===== config.mk =====
export PLATFORM = sky130hd
export DESIGN_NAME = tumble_board
export DESIGN_NICKNAME = d
export VERILOG_FILES = /design/src/rtl/tumble_pkg.sv /design/src/rtl/tumble_tray.sv /design/src/rtl/tumble_board.sv
export SDC_FILE = /design/constraint.sdc
export NUM_CORES = 1
export LEC_CHECK = 0
export CORE_ASPECT_RATIO = 1.2
export CORE_MARGIN = 3
export CORE_UTILIZATION = 40
export CTS_BUF_LIST = sky130_fd_sc_hd__clkbuf_2
export DETAILED_ROUTE_END_ITERATION = 8
export HOLD_SLACK_MARGIN = 0.15
export PLACE_DENSITY_LB_ADDON = 0.1
export SYNTH_ARGS = -nofsm -noshare
export SYNTH_HDL_FRONTEND = slang
export SYNTH_HIERARCHICAL = 1
export SYNTH_SLANG_ARGS = --single-unit

===== constraint.sdc =====
create_clock -name clk_i -period 2.66 [get_ports clk_i]
set_input_delay 0.266 -clock clk_i [delete_from_list [all_inputs] [get_ports clk_i]]
set_output_delay 0.266 -clock clk_i [all_outputs]
set_load 0.005 [all_outputs]

===== src/rtl/tumble_pkg.sv =====
// Shared types and width helpers for the tumble_board marble machine.
package tumble_pkg;

    typedef enum logic [1:0] {
        ST_IDLE    = 2'd0,
        ST_FLIGHT  = 2'd1,
        ST_STOPPED = 2'd2
    } state_e;

    typedef enum logic [2:0] {
        CAUSE_NONE      = 3'd0,
        CAUSE_EMPTY     = 3'd1,
        CAUSE_INTERCEPT = 3'd2,
        CAUSE_TRAY_FULL = 3'd3,
        CAUSE_TIMEOUT   = 3'd4
    } cause_e;

    // Bits needed to index n items, never less than one.
    function automatic int unsigned index_width(input int unsigned n);
        return (n <= 32'd1) ? 32'd1 : $clog2(n);
    endfunction

    // Bits needed to hold the values 0..n inclusive, never less than one.
    function automatic int unsigned count_width(input int unsigned n);
        return (n == 32'd0) ? 32'd1 : $clog2(n + 32'd1);
    endfunction

endpackage


===== src/rtl/tumble_tray.sv =====
// Landed-ball FIFO: synchronous push/pop with a registered head word and clear.
module tumble_tray
    import tumble_pkg::*;
#(
    parameter int unsigned DEPTH = 16,
    parameter int unsigned DW    = 1,
    localparam int unsigned NW   = count_width(DEPTH)
) (
    input  logic          clk_i,
    input  logic          rst_i,
    input  logic          clr_i,
    input  logic          push_i,
    input  logic          pop_i,
    input  logic [DW-1:0] din_i,
    output logic [DW-1:0] dout_o,
    output logic [NW-1:0] count_o,
    output logic          full_o,
    output logic          empty_o
);

    localparam int unsigned AW = index_width(DEPTH);

    logic [DW-1:0] mem_q [DEPTH];
    logic [AW-1:0] wr_q;
    logic [AW-1:0] rd_q;
    logic [NW-1:0] cnt_q;
    logic [DW-1:0] head_q;

    logic          empty_s;
    logic          full_s;
    logic          pop_s;
    logic          push_s;
    logic [AW-1:0] rd_nxt_s;
    logic [DW-1:0] head_d;

    // Accept/reject decisions and the head word that follows this cycle.
    always_comb begin
        empty_s  = (cnt_q == '0);
        full_s   = (cnt_q == NW'(DEPTH));
        pop_s    = pop_i & ~empty_s;
        push_s   = push_i & (~full_s | pop_s);
        rd_nxt_s = pop_s ? (rd_q + AW'(1)) : rd_q;
        // The pushed word becomes head only when nothing older survives the pop.
        if (push_s && ((cnt_q == '0) || ((cnt_q == NW'(1)) && pop_s))) begin
            head_d = din_i;
        end else begin
            head_d = mem_q[rd_nxt_s];
        end
    end

    // Storage, pointers, occupancy and head register.
    always_ff @(posedge clk_i or posedge rst_i) begin
        if (rst_i) begin
            for (int i = 0; i < int'(DEPTH); i++) begin
                mem_q[i] <= '0;
            end
            wr_q   <= '0;
            rd_q   <= '0;
            cnt_q  <= '0;
            head_q <= '0;
        end else if (clr_i) begin
            wr_q   <= '0;
            rd_q   <= '0;
            cnt_q  <= '0;
            head_q <= '0;
        end else begin
            if (push_s) begin
                mem_q[wr_q] <= din_i;
                wr_q        <= wr_q + AW'(1);
            end
            rd_q   <= rd_nxt_s;
            head_q <= head_d;
            case ({push_s, pop_s})
                2'b10:   cnt_q <= cnt_q + NW'(1);
                2'b01:   cnt_q <= cnt_q - NW'(1);
                default: cnt_q <= cnt_q;
            endcase
        end
    end

    assign dout_o  = head_q;
    assign count_o = cnt_q;
    assign full_o  = full_s;
    assign empty_o = empty_s;

endmodule


===== src/rtl/tumble_board.sv =====
// Clocked marble board: reservoirs, release FSM, tray FIFO and run termination.
// Define TUMBLE_TIMEOUT_EN to build the per-ball watchdog (cause TIMEOUT).
module tumble_board
    import tumble_pkg::*;
#(
    parameter int unsigned COLOURS    = 2,
    parameter int unsigned BALLS      = 8,
    parameter int unsigned TRAY_DEPTH = 16,
    parameter int unsigned TIMEOUT    = 15,
    localparam int unsigned CW        = index_width(COLOURS),
    localparam int unsigned TW        = count_width(TRAY_DEPTH)
) (
    input  logic               clk_i,
    input  logic               rst_i,
    input  logic               start_i,
    input  logic               reload_i,
    input  logic [COLOURS-1:0] sink_i,
    input  logic               intercept_i,
    output logic [COLOURS-1:0] ball_out_o,
    output logic [CW-1:0]      colour_o,
    output logic               in_flight_o,
    output logic               stopped_o,
    output logic [2:0]         stop_cause_o,
    output logic [COLOURS-1:0] empty_o,
    input  logic               tray_pop_i,
    output logic               tray_valid_o,
    output logic [CW-1:0]      tray_data_o,
    output logic [TW-1:0]      tray_count_o
);

    localparam int unsigned RW = count_width(BALLS);

    state_e             state_q;
    cause_e             cause_q;
    logic [COLOURS-1:0] ball_out_q;
    logic [CW-1:0]      colour_q;
    logic [RW-1:0]      res_q [COLOURS];
`ifdef TUMBLE_TIMEOUT_EN
    localparam int unsigned WW = count_width(TIMEOUT);
    logic [WW-1:0]      wd_q;
`endif

    logic [CW-1:0]      sink_idx_s;
    logic [COLOURS-1:0] empty_s;
    logic               push_s;
    logic               pop_ok_s;
    logic               clr_s;
    logic               tray_full_s;
    logic               tray_empty_s;

    // Lowest set sink bit wins; scanning downward leaves the smallest index.
    always_comb begin
        sink_idx_s = '0;
        for (int i = int'(COLOURS) - 1; i >= 0; i--) begin
            sink_idx_s = sink_i[i] ? CW'(i) : sink_idx_s;
        end
    end

    // Reservoir empty flags and tray handshake derived from current state.
    always_comb begin
        empty_s = '0;
        for (int c = 0; c < int'(COLOURS); c++) begin
            empty_s[c] = (res_q[c] == '0);
        end
        push_s   = (state_q == ST_FLIGHT) & ~intercept_i & (|sink_i);
        pop_ok_s = tray_pop_i & ~tray_empty_s;
        clr_s    = reload_i & (state_q != ST_FLIGHT);
    end

    // Run FSM with reservoir counters, watchdog and registered outputs.
    always_ff @(posedge clk_i or posedge rst_i) begin
        if (rst_i) begin
            state_q    <= ST_IDLE;
            cause_q    <= CAUSE_NONE;
            ball_out_q <= '0;
            colour_q   <= '0;
            for (int c = 0; c < int'(COLOURS); c++) begin
                res_q[c] <= RW'(BALLS);
            end
`ifdef TUMBLE_TIMEOUT_EN
            wd_q       <= '0;
`endif
        end else begin
            ball_out_q <= '0;
            case (state_q)
                ST_IDLE: begin
                    if (reload_i) begin
                        cause_q <= CAUSE_NONE;
                        for (int c = 0; c < int'(COLOURS); c++) begin
                            res_q[c] <= RW'(BALLS);
                        end
                    end else if (start_i) begin
                        if (res_q[0] != '0) begin
                            ball_out_q[0] <= 1'b1;
                            res_q[0]      <= res_q[0] - RW'(1);
                            colour_q      <= '0;
                            state_q       <= ST_FLIGHT;
`ifdef TUMBLE_TIMEOUT_EN
                            wd_q          <= '0;
`endif
                        end else begin
                            state_q <= ST_STOPPED;
                            cause_q <= CAUSE_EMPTY;
                        end
                    end
                end
                ST_FLIGHT: begin
                    if (intercept_i) begin
                        state_q <= ST_STOPPED;
                        cause_q <= CAUSE_INTERCEPT;
                    end else if (|sink_i) begin
                        // A full tray with no pop loses the landed ball.
                        if (tray_full_s && !pop_ok_s) begin
                            state_q <= ST_STOPPED;
                            cause_q <= CAUSE_TRAY_FULL;
                        end else if (res_q[sink_idx_s] != '0) begin
                            ball_out_q[sink_idx_s] <= 1'b1;
                            res_q[sink_idx_s]      <= res_q[sink_idx_s] - RW'(1);
                            colour_q               <= sink_idx_s;
`ifdef TUMBLE_TIMEOUT_EN
                            wd_q                   <= '0;
`endif
                        end else begin
                            state_q <= ST_STOPPED;
                            cause_q <= CAUSE_EMPTY;
                        end
                    end
`ifdef TUMBLE_TIMEOUT_EN
                    else if (wd_q == WW'(TIMEOUT)) begin
                        state_q <= ST_STOPPED;
                        cause_q <= CAUSE_TIMEOUT;
                    end else begin
                        wd_q <= wd_q + WW'(1);
                    end
`endif
                end
                ST_STOPPED: begin
                    if (reload_i) begin
                        state_q <= ST_IDLE;
                        cause_q <= CAUSE_NONE;
                        for (int c = 0; c < int'(COLOURS); c++) begin
                            res_q[c] <= RW'(BALLS);
                        end
                    end
                end
                default: begin
                    state_q <= ST_IDLE;
                    cause_q <= CAUSE_NONE;
                end
            endcase
        end
    end

    tumble_tray #(
        .DEPTH (TRAY_DEPTH),
        .DW    (CW)
    ) u_tray (
        .clk_i   (clk_i),
        .rst_i   (rst_i),
        .clr_i   (clr_s),
        .push_i  (push_s),
        .pop_i   (tray_pop_i),
        .din_i   (colour_q),
        .dout_o  (tray_data_o),
        .count_o (tray_count_o),
        .full_o  (tray_full_s),
        .empty_o (tray_empty_s)
    );

    assign ball_out_o   = ball_out_q;
    assign colour_o     = colour_q;
    assign in_flight_o  = (state_q == ST_FLIGHT);
    assign stopped_o    = (state_q == ST_STOPPED);
    assign stop_cause_o = cause_q;
    assign empty_o      = empty_s;
    assign tray_valid_o = ~tray_empty_s;

endmodule

### After elaboration in Yosys (flattened, before gate mapping)

Cells that the tools add are included.

* flip-flop bits (word level): 46

* reduce and logical (&&, ||, !) cells: 25
* mux-type cells: 69
* add/sub/neg operators: 6
* $lt $le $gt $ge: 7
* bitwise gates (word level): 13
* equal/unequal tests: 21

Operators with widths (number)
* $mux 4: 12
* $mux 8: 5
* $mux 2: 12
* $mux 3: 8
* $pmux 8 s3: 1
* $mux 1: 19
* $bwmux 16: 1
* $reduce_and 8->1: 2
* $ne 2x2->1 const B: 7
* $ge 5x5->1 const B: 2
* $not 4->5: 2
* $pmux 5 s2: 1
* $reduce_and 5->1: 2
* $ne 3x3->1 const B: 3
* $pmux 3 s3: 1
* $add 4x1->4 const B: 2
* $bwmux 8: 1
* $logic_not 4->1: 2
* $reduce_bool 4->1: 2
* $sub 4x1->4 const B: 2
* $reduce_and 7->1: 1
* $logic_and 1x1->1: 6
* $ne 2x1->1 const B: 3
* $pmux 2 s3: 1
* other kinds (31): 43

### Depth between registers and ports, before layout

* depth after elaboration: 13
* gate-level depth with buffers: 10
* gate-level depth less buffers: 9

### Cells and area by module

The synthesis kept the hierarchy.

Modules (own cells, without submodules)
* tumble_tray: area each 1806.7 um2, instances 1, cells an instance 205, sequential area each 750.7 um2
* tumble_board: area each 1184.9 um2, instances 1, cells an instance 141, sequential area each 377.9 um2

### Worst setup path before layout

OpenSTA, ideal clock, no wires.

* path kind: reg-to-reg
* from: register u_tray.cnt_q[0] (netlist: u_tray/count_o[0])
* to: register u_tray.head_q (netlist: u_tray/dout_o)
* setup slack: 193 ps
* setup time: 129 ps
* data required time: 2531 ps
* path buffers: 2
* clock period less this slack: 2467 ps
* arrival: 2338 ps
* stages on the path, launching flop included: 11
* path through: dfrtp_1 -> inv_1 -> ha_1 -> or4b_4 -> buf_6 -> and2_4 -> buf_6 -> o21a_4 -> o221ai_2 -> nor2_1 -> o41a_1

* longest elaborated chain between the ends: 10
* elaborated cells on any way between the ends: 18
* classes of those cells: eq/ne (2); mux (6); bitwise (6); reduce/logical (4)

RTL lines
* from (decl): line tumble_tray.sv:26 `logic [NW-1:0] cnt_q;`
* from (signal assigned): line tumble_tray.sv:74 `2'b10: cnt_q <= cnt_q + NW'(1);`
* from (signal assigned): line tumble_tray.sv:75 `2'b01: cnt_q <= cnt_q - NW'(1);`
* from (signal assigned): line tumble_tray.sv:76 `default: cnt_q <= cnt_q;`
* $logic_not 5->1: line tumble_tray.sv:38, tumble_tray.sv:44
* $not 1->1: line tumble_tray.sv:40 `pop_s = pop_i & ~empty_s;`
* $and 1x1->1: line tumble_tray.sv:40
* $mux 4: line tumble_tray.sv:42 `rd_nxt_s = pop_s ? (rd_q + AW'(1)) : rd_q;`
* $not 4->5 (implied by the code): line tumble_tray.sv:47 `head_d = mem_q[rd_nxt_s];`
* $bmux 1 s4: line tumble_tray.sv:47
* $mux 1 (implied by the code) (2 in series): line tumble_tray.sv:47
* $mux 1 *: line tumble_tray.sv:44 `if (push_s && ((cnt_q == '0) || ((cnt_q == NW'(1)) && pop_s))) begin`
* $mux 1 *: line tumble_tray.sv:61 `end else if (clr_i) begin`
* to (signal assigned): line tumble_tray.sv:60 `head_q <= '0;`
* to (signal assigned): line tumble_tray.sv:65 `head_q <= '0;`
* to (signal assigned): line tumble_tray.sv:72 `head_q <= head_d;`
* to (decl): line tumble_tray.sv:27 `logic [DW-1:0] head_q;`

Every way passes the cells marked *; elsewhere a longest branch is shown, timed or not. The select of a mux whose other input is x is not followed.
A chain may end at the register's enable or synchronous reset.

### Final worst setup path

Same ends and word-level chain as after synthesis.

==> out/metrics.cfg <==
[critical_path]
crit_type = reg2reg
worstPathArrival_ns = 2.87
max_stage_delay_ns = 0.50
cp.required_ns = 3.00
cpMaxStageDelayCell = or4b_4
crit_chain = inv_1, ha_1, or4b_4, buf_4, a211o_1, and2_1, o22ai_1, nor2_1, o41a_1
cp-end-kind = flop
crit_path_start_kind = flop
crit_path_max_fanout = 5
critical_path.top_delay_family = compound AO/OA/AOI/OAI gates
cp.buffers_inverters = 2

[timing]
period_share_pct = 95.1
fin_tns_setup_ns = 0
whs_ns = 0.214
finalSetupViolCount = 0
relSlewSlack_pct = 57.8
rsz0062_at_grt = no
min_period_ns = 2.53
skew_ns = 0.0221
hold_viol = 0
max_freq_ghz = 0.395
worst_pin_slew_ns = 0.632
timing.final.max_slew_violations = 0

[finish]
final_util_pct = 47.7
drive_gt1_share_pct = 10.4
fill_cells = 701
finalInstanceArea_um2 = 3370
final-seq-area_um2 = 1130
final_nets = 394
syn_to_final_growth_pct = 12.5
multi_input_area_um2 = 1640
n_antenna_cell = 0

[grt]
grt_first_pass_wirelength_mm = 11.9
grt_util_all_layers_pct = 17.0
grt_pass1_vias = 2528
overflow = 0
antenna_found_initial = 0
grt_start_max_net_pins = 31

[yosys]
synth_edf_count = 0
synthTopCellsByArea = dfrtp_1, ha_1, nand2_1
netlist_area_um2 = 2990
synth_fp_nets = 367
ys_types = 64
synth_top_cells_by_count = dfrtp_1, nand2_1, nor2_1
synthArstFlopShare_pct = 100
yosysSeqAreaShare_pct = 37.7
yosysWarnings = 6
netlist.area_leader.share_pct = 36.0
ys_ff_latch = 45
synth_area_leader_cell = dfrtp_1
yosysMostFrequentCell = dfrtp_1
ys.flop_type = dfrtp_1
synthCells = 346
avgSynthCellArea_um2 = 8.65

[drt]
viasPerCell = 5.47
routedWlPerCell_um = 15.4
first_iter_violations = 114
vias = 2523
postRouteAntennaNets = 0
drcViolationCount = 0
firstDrtPassIters = 4
routed_wl_mm = 7.08

[power]
pwr-share-seq_pct = 29.3
ir_drop_uv = 676
p_leak_nw = 1.45
power_density_nw_per_um2 = 1040
intPower_w = 0.00190
power_frac_comb_pct = 62.2
p_sw_share_pct = 45.5
p_switching_w = 0.00159
clockPowerShare_pct = 8.5
power_w = 0.00349

[clock_tree]
clkSinkCount = 45
worstSkewPairLatency_ns = 0.42
ctsResizeCount = 0
cts-root-buf = clkbuf_2
cts_tree = built
cts_buffers = 5
clk_pin_slew_worst_paths_ns = 0.25
htree_levels = 2
clock_path_buffers = 2

[place]
placed_area_um2 = 3320
dp_hpwl_mm = 5.33
gp_congestion = 0.904
port_buffers = 23

[flow_run]
drv_cap = 0

[die]
io_pins = 25
die_w_um = 84.9
initial_utilization_pct = 42.4
core_um2 = 7060
rows = 33
dieArea_um2 = 8560
die_height_um = 101

[status]
status = finished clean

[worst_hold_path]
holdCritPathClass = in2async

power groups by stage:
stage                     Combinational [W]  Clock [W]  Sequential (W)
after global routing                0.00240   0.000336         0.00105
after CTS                           0.00216   0.000317         0.00102
after floorplan                     0.00158          0        0.000991
final                               0.00217   0.000296         0.00102
after global placement              0.00214          0         0.00104
after detailed placement            0.00214          0         0.00104
registers in the layout, indices dropped and copies added, names as in the netlist, 2 cells and up:
register / count
ball_out_o: 2
res_q: 8
state_q: 2
stop_cause_o: 2
u_tray/count_o: 5
u_tray/mem_q: 16
u_tray/rd_q: 4
u_tray/wr_q: 4
cell usage in the layout, fill, tap and decap left out, types with 3 or more instances in the layout:
cell type         n
a211o_1           4
a211oi_1          5
a21oi_1          14
a22oi_1           6
a31oi_1           7
buf_4            14
clkbuf_2          5
clkdlybuf4s50_1  23
dfrtp_1          43
ha_1             13
inv_1            29
mux2i_1           6
nand2_1          34
nand2b_1          7
nand3_1          22
nand4_1           3
nor2_1           33
nor3_1           11
o21ai_0          22
o21ai_1           4
o22ai_1           7
xnor2_1           3
xor2_1            6
per-layer routing:
layer	up-vias	global-route usage, %	routed length (µm)
li1	1273	-	-
met1	1201	20.9	3140
met2	45	31.5	3710
met3	4	2.21	184
met4	0	4.02	48
met5	-	0	0
timing repair:
item / CTS / global route
setup buffers: 0 / 1
endpoints found under the setup margin: 0 / 1
hold buffers: 0 / 0
hold endpoints to repair: 0 / 0
through the flow:
| step | setup slack (ns) | instances |
|---|---|---|
| after floorplan | 0.193 | 346 |
| after global placement | 0.303 | 452 |
| after detailed placement | 0.241 | 452 |
| after CTS | 0.0767 | 460 |
| after global routing | 0.00322 | 461 |
| final | 0.131 | 461 |
logic make-up after synthesis:
family,count (synthesis),synth area share [%]
AO/OA/AOI/OAI,91,20.9
multiplexers,11,4.73
flip-flops,45,37.7
adder cells (fa/ha/maj),13,5.44
AND/OR/NAND/NOR,129,21.0
XOR/XNOR,9,2.64
other,1,0.125
buffers and inverters,47,7.53
final timing paths:
kind	startpoint	to	slack, ns	cells past startpoint
worst max-delay path	u_tray/count_o[0]	u_tray/dout_o	0.13	9
worst min-delay path	rst_i	res_q[2]	0.21	2
worst max register to register	u_tray/count_o[0]	u_tray/dout_o	0.13	9
worst min register to register	u_tray/mem_q[7]	u_tray/mem_q[7]	0.53	2
max in group asynchronous	rst_i	res_q[5]	2.02	2
min in group clk_i	u_tray/mem_q[7]	u_tray/mem_q[7]	0.53	2
layout make-up:
cell class              instances  share of cell area, %
multi-input cells             254                   48.7
repair buffers                 37                   9.96
clock inverters                 3                  0.520
clock buffers                   5                  0.743
flip-flops and latches         45                   33.5
inverters                      30                   3.35
well taps                      87                   3.23
worst reg2reg max path, stage by stage, from the launching register on:
cell     delay, ns
dfrtp_1       0.44
inv_1         0.11
ha_1          0.19
or4b_4        0.50
buf_4         0.17
a211o_1       0.31
and2_1        0.18
o22ai_1       0.14
nor2_1        0.06
o41a_1        0.36
No activity file was read; power rests on OpenSTA's default activity.
